**src/rtl/bcd_pkg.sv**
```systemverilog
// Shared types and constants for the BCD display scheduler.
//   state_t  : engine states (IDLE, SHIFT, DONE)
//   ch_t     : channel currently owning the engine (CH_ADDR, CH_DATA)
//   BCD_BLANK_IN / BCD_BLANK_OUT : status nibbles shown on the data digits
//                                  when the data channel is not displaying
package bcd_pkg;

  typedef enum logic [1:0] {
    IDLE  = 2'd0,
    SHIFT = 2'd1,
    DONE  = 2'd2
  } state_t;

  typedef enum logic {
    CH_ADDR = 1'b0,
    CH_DATA = 1'b1
  } ch_t;

  localparam logic [3:0] BCD_BLANK_IN  = 4'b1011;
  localparam logic [3:0] BCD_BLANK_OUT = 4'b1010;

endpackage

```
**src/rtl/bcd_add3_stage.sv**
```systemverilog
// Combinational double-dabble correction: every nibble greater than 4 gets
// 3 added so that the following left shift carries correctly into the next
// decimal digit.
//   acc       in  4*DIGITS  BCD accumulator before correction
//   corrected out 4*DIGITS  accumulator after the add-3 step
module bcd_add3_stage #(
  parameter int DIGITS = 4
) (
  input  logic [4*DIGITS-1:0] acc,
  output logic [4*DIGITS-1:0] corrected
);

  always_comb begin
    corrected = acc;
    for (int i = 0; i < DIGITS; i++) begin
      if (acc[4*i +: 4] > 4'd4)
        corrected[4*i +: 4] = acc[4*i +: 4] + 4'd3;
    end
  end

endmodule

```
**src/rtl/bcd_display_scheduler.sv**
```systemverilog
// Shares one bit-serial binary-to-BCD engine between the address and data
// display channels. Results are registered and held for the 7-seg decoders.
//   clock, reset              : clock, synchronous active-high reset
//   addr_req/addr_in          : address conversion request and operand
//   data_req/data_in          : data conversion request and operand
//   output_enable             : 0 on a data grant shows a status code instead
//   input_enable              : selects the status code (1 -> B, 0 -> A)
//   addr_ack/data_ack         : one-cycle grant pulses
//   busy                      : engine not idle
//   addr_digits/data_digits   : held BCD results, MS digit in the top nibble
//   addr_valid/data_valid     : one-cycle update pulses
module bcd_display_scheduler
  import bcd_pkg::*;
#(
  parameter int ADDR_W = 12,
  parameter int DATA_W = 32,
  parameter int DIGITS = 4
) (
  input  logic                clock,
  input  logic                reset,
  input  logic                addr_req,
  input  logic [ADDR_W-1:0]   addr_in,
  input  logic                data_req,
  input  logic [DATA_W-1:0]   data_in,
  input  logic                output_enable,
  input  logic                input_enable,
  output logic                addr_ack,
  output logic                data_ack,
  output logic                busy,
  output logic [4*DIGITS-1:0] addr_digits,
  output logic [4*DIGITS-1:0] data_digits,
  output logic                addr_valid,
  output logic                data_valid
);

  localparam int SRC_W = (ADDR_W > DATA_W) ? ADDR_W : DATA_W;
  localparam int CNT_W = $clog2(SRC_W + 1);
  localparam int ACC_W = 4 * DIGITS;

  state_t             state, state_nxt;
  ch_t                ch;
  logic               rr_addr_first;
  logic [SRC_W-1:0]   src;
  logic [CNT_W-1:0]   cnt;
  logic [ACC_W-1:0]   acc;
  logic [ACC_W-1:0]   acc_corr;
  logic               grant_addr, grant_data;

  bcd_add3_stage #(.DIGITS(DIGITS)) u_add3 (
    .acc       (acc),
    .corrected (acc_corr)
  );

  assign busy = (state != IDLE);

  // Next state and grant decision; grants only happen from IDLE.
  always_comb begin
    state_nxt  = state;
    grant_addr = 1'b0;
    grant_data = 1'b0;
    case (state)
      IDLE: begin
        if (addr_req && (!data_req || rr_addr_first)) begin
          grant_addr = 1'b1;
          state_nxt  = SHIFT;
        end else if (data_req) begin
          grant_data = 1'b1;
          // Status bypass skips the conversion entirely.
          state_nxt  = output_enable ? SHIFT : DONE;
        end
      end
      SHIFT:   if (cnt == CNT_W'(1)) state_nxt = DONE;
      DONE:    state_nxt = IDLE;
      default: state_nxt = IDLE;
    endcase
  end

  always_ff @(posedge clock) begin
    if (reset) begin
      state         <= IDLE;
      ch            <= CH_ADDR;
      rr_addr_first <= 1'b1;
      src           <= '0;
      cnt           <= '0;
      acc           <= '0;
      addr_digits   <= '0;
      data_digits   <= '0;
      addr_ack      <= 1'b0;
      data_ack      <= 1'b0;
      addr_valid    <= 1'b0;
      data_valid    <= 1'b0;
    end else begin
      state      <= state_nxt;
      addr_ack   <= grant_addr;
      data_ack   <= grant_data;
      addr_valid <= 1'b0;
      data_valid <= 1'b0;

      // Pointer only moves when there was actually contention.
      if ((grant_addr || grant_data) && addr_req && data_req)
        rr_addr_first <= ~rr_addr_first;

      if (grant_addr) begin
        ch  <= CH_ADDR;
        // Left-align so the operand MSB is always src[SRC_W-1].
        src <= SRC_W'(addr_in) << (SRC_W - ADDR_W);
        cnt <= CNT_W'(ADDR_W);
        acc <= '0;
      end else if (grant_data) begin
        ch  <= CH_DATA;
        src <= SRC_W'(data_in) << (SRC_W - DATA_W);
        cnt <= CNT_W'(DATA_W);
        // Bypass preloads the status pattern; DONE then publishes it as-is.
        if (output_enable)
          acc <= '0;
        else
          acc <= {DIGITS{input_enable ? BCD_BLANK_IN : BCD_BLANK_OUT}};
      end

      if (state == SHIFT) begin
        // Top bit of the corrected accumulator falls off: result is mod 10^DIGITS.
        acc <= {acc_corr[ACC_W-2:0], src[SRC_W-1]};
        src <= src << 1;
        cnt <= cnt - CNT_W'(1);
      end

      if (state == DONE) begin
        if (ch == CH_ADDR) begin
          addr_digits <= acc;
          addr_valid  <= 1'b1;
        end else begin
          data_digits <= acc;
          data_valid  <= 1'b1;
        end
      end
    end
  end

endmodule

```
**config.mk**
```make
export PLATFORM = sky130hd
export DESIGN_NAME = bcd_display_scheduler
export DESIGN_NICKNAME = d
export VERILOG_FILES = /design/src/rtl/bcd_pkg.sv /design/src/rtl/bcd_add3_stage.sv /design/src/rtl/bcd_display_scheduler.sv
export SDC_FILE = /design/constraint.sdc
export NUM_CORES = 1
export LEC_CHECK = 0
export BUFFER_PORTS_ARGS = -buffer_cell sky130_fd_sc_hd__buf_2
export CAP_MARGIN = 30
export CORE_MARGIN = 1.5
export CORE_UTILIZATION = 26
export DETAILED_ROUTE_END_ITERATION = 16
export PLACE_DENSITY = 0.54
export SYNTH_ARGS = -nofsm -noshare
export SYNTH_HDL_FRONTEND = slang
export SYNTH_HIERARCHICAL = 1
export SYNTH_SLANG_ARGS = --single-unit
```
**constraint.sdc**
```tcl
create_clock -name clock -period 2.45 [get_ports clock]
set_input_delay 0.1225 -clock clock [delete_from_list [all_inputs] [get_ports clock]]
set_output_delay 0.1225 -clock clock [all_outputs]
set_load 0.005 [all_outputs]
```
==> flow_summary.yaml <==
run_status:
  outcome: "finished clean"
timing:
  skew_ns: 0.009486
  fin_crit_sh: 0.7518
  grt_setup_unrepaired: "no"
  worstMarginPinSlew_ns: 0.7523
  fin_tns_setup_ns: 0
  setup_violations: 0
  fin_crit_ns: 1.842
  fmax_ghz: 0.5429
  hold_ws_ns: 0.01888
  slew_headroom: 0.4969
  drv_slew: 0
  hold_violations: 0
worst_hold_path:
  min_to: "src[18]"
  hold_path_depth: 2
  holdCritStartpoint: "data_in[18]"
  hp-class: "in2reg"
worst_setup_path:
  required_ns: 2.70
  crit_type: "reg2reg"
  crit_path_start_kind: "register"
  cp_max_fo: 13
  timing.rr.start: "state[1]"
  r2r_end: "src[22]"
  r2r_setup_slack_ns: 0.61
  arrival_ns: 2.09
  reg2regPathDepth: 4
  critPathCaptureType: "register"
place:
  portBuffers: 86
  place_hpwl_um: 7393
  place.gp.congestion: 0.7390
layout:
  antenna_cells: 0
  nets: 630
  drive_gt1_frac: 0.2470
  area_delta_synth_final_pct: 23.72
clock_tree:
  cts_resized: 0
  clkTransAtPathRegs_ns: 0.07
  clockBufferDepth: 2
  cts_tree: "yes"
  insertion_delay_ns: 0.34
  post_cts_buffers: 0
  cts_hold_buf: 16
  clock-sinks: 94
  h-tree-depth: 3
  cts_buffers: 9
  ctsRootBufferMaster: "clkbuf_16"
yosys:
  netlist_area_um2: 4240
  synth.net_count: 541
  ys_warn_count: 6
  syn_area_per_cell_um2: 8.816
  synthCells: 481
floorplanning:
  ios: 87
  core_area_um2: 15890
  die_h_um: 130.7
  die_w_um: 130.7
  rows: 46
  start_util: 0.2669
  die_area_um2: 17080
pwr:
  power.total_mw: 3.647
  p_leak_nw: 2.149
  power_density_nw_per_um2: 695.1
  ir_drop_v: 0.0003141
route:
  ant_nets: 0
  drt_iter0_drc: 194
  dr.pass1.iters: 6
  wl_um: 10920
  remaining_drc_errors: 0
  via_count: 3650
  wl_per_cell_um: 13.80
  vias_per_cell: 4.614
global_routing:
  grt_max_degree: 54
  grt_pass1_vias: 3544
  grtUsageTotal: 0.1336
  antenna_found_initial: 0
  grt_overflow: 0
  grt_pass1_wl_um: 17880
job:
  max_cap_viol_count: 0
## how the worst max path moves through the flow
stage,depth (start not counted),start,endpoint,slack [ns]
global placement,4,state[1],src[22],0.72
detailed placement,4,state[1],src[21],0.62
global route,3,state[1],data_digits[3],0.47
floorplan,6,state[1],addr_digits[15],1.04
CTS,4,state[1],src[22],0.60
finish,4,state[1],src[22],0.61
## power breakdown
part	switching, mW	total [mW]	internal [mW]
sequential	0.0971	1.72	1.62
combinational	0.339	0.605	0.265
clock	0.626	1.32	0.694
## routing by layer
| metal | global-route usage | routed length (um) |
|---|---|---|
| met4 | 0.04913 | 178 |
| met1 | 0.1678 | 5046 |
| met2 | 0.2248 | 5342 |
| met3 | 0.02972 | 350 |
| met5 | 0 | 0 |
## critical path, cell delays in order, from the launching register on
cell and delay [ns]:
dfxtp_1 0.66, or2_1 0.46, buf_4 0.32, a221oi_1 0.08, a211oi_1 0.23
## stage by stage
| stage | instances | util | area (um^2) | setup slack, ns |
|---|---|---|---|---|
| after floorplan | 481 | - | 4240 | 1.038 |
| after global routing | 791 | 0.3303 | 5246 | 0.4663 |
| final | 791 | 0.3303 | 5246 | 0.6081 |
| after detailed placement | 759 | 0.3029 | 4812 | 0.6229 |
| after CTS | 791 | 0.3303 | 5246 | 0.5995 |
| after global placement | 759 | 0.3029 | 4812 | 0.7175 |
## cell usage in the layout (no fill, tap or decap), drive strengths merged, types with 16 or more instances in the layout
| master | count |
|---|---|
| buf | 95 |
| and2 | 19 |
| inv | 19 |
| a21oi | 44 |
| nor2 | 47 |
| dfxtp | 94 |
| a221o | 19 |
| a211oi | 26 |
| dlygate4sd3 | 16 |
| nand2 | 92 |
## flip-flops by register name, summed over array words and instances (netlist names)
| register | flops |
|---|---|
| data_digits | 16 |
| ch | 1 |
| cnt | 6 |
| state | 2 |
| addr_digits | 16 |
| acc | 16 |
| src | 32 |
| rr_addr_first | 1 |
| addr_valid | 1 |
| addr_ack | 1 |
| data_valid | 1 |
| data_ack | 1 |
## layout make-up
class                           instances  area (um^2)
Clock buffer                           10        229.0
Clock inverter                          6        45.04
Fill cell                            1695        10640
Inverter                               17        63.81
Multi-Input combinational cell        337         2097
Sequential cell                        94         1883
Tap cell                              216        270.3
Timing Repair Buffer                  111        658.1
Power figures use the tool's default switching activity.
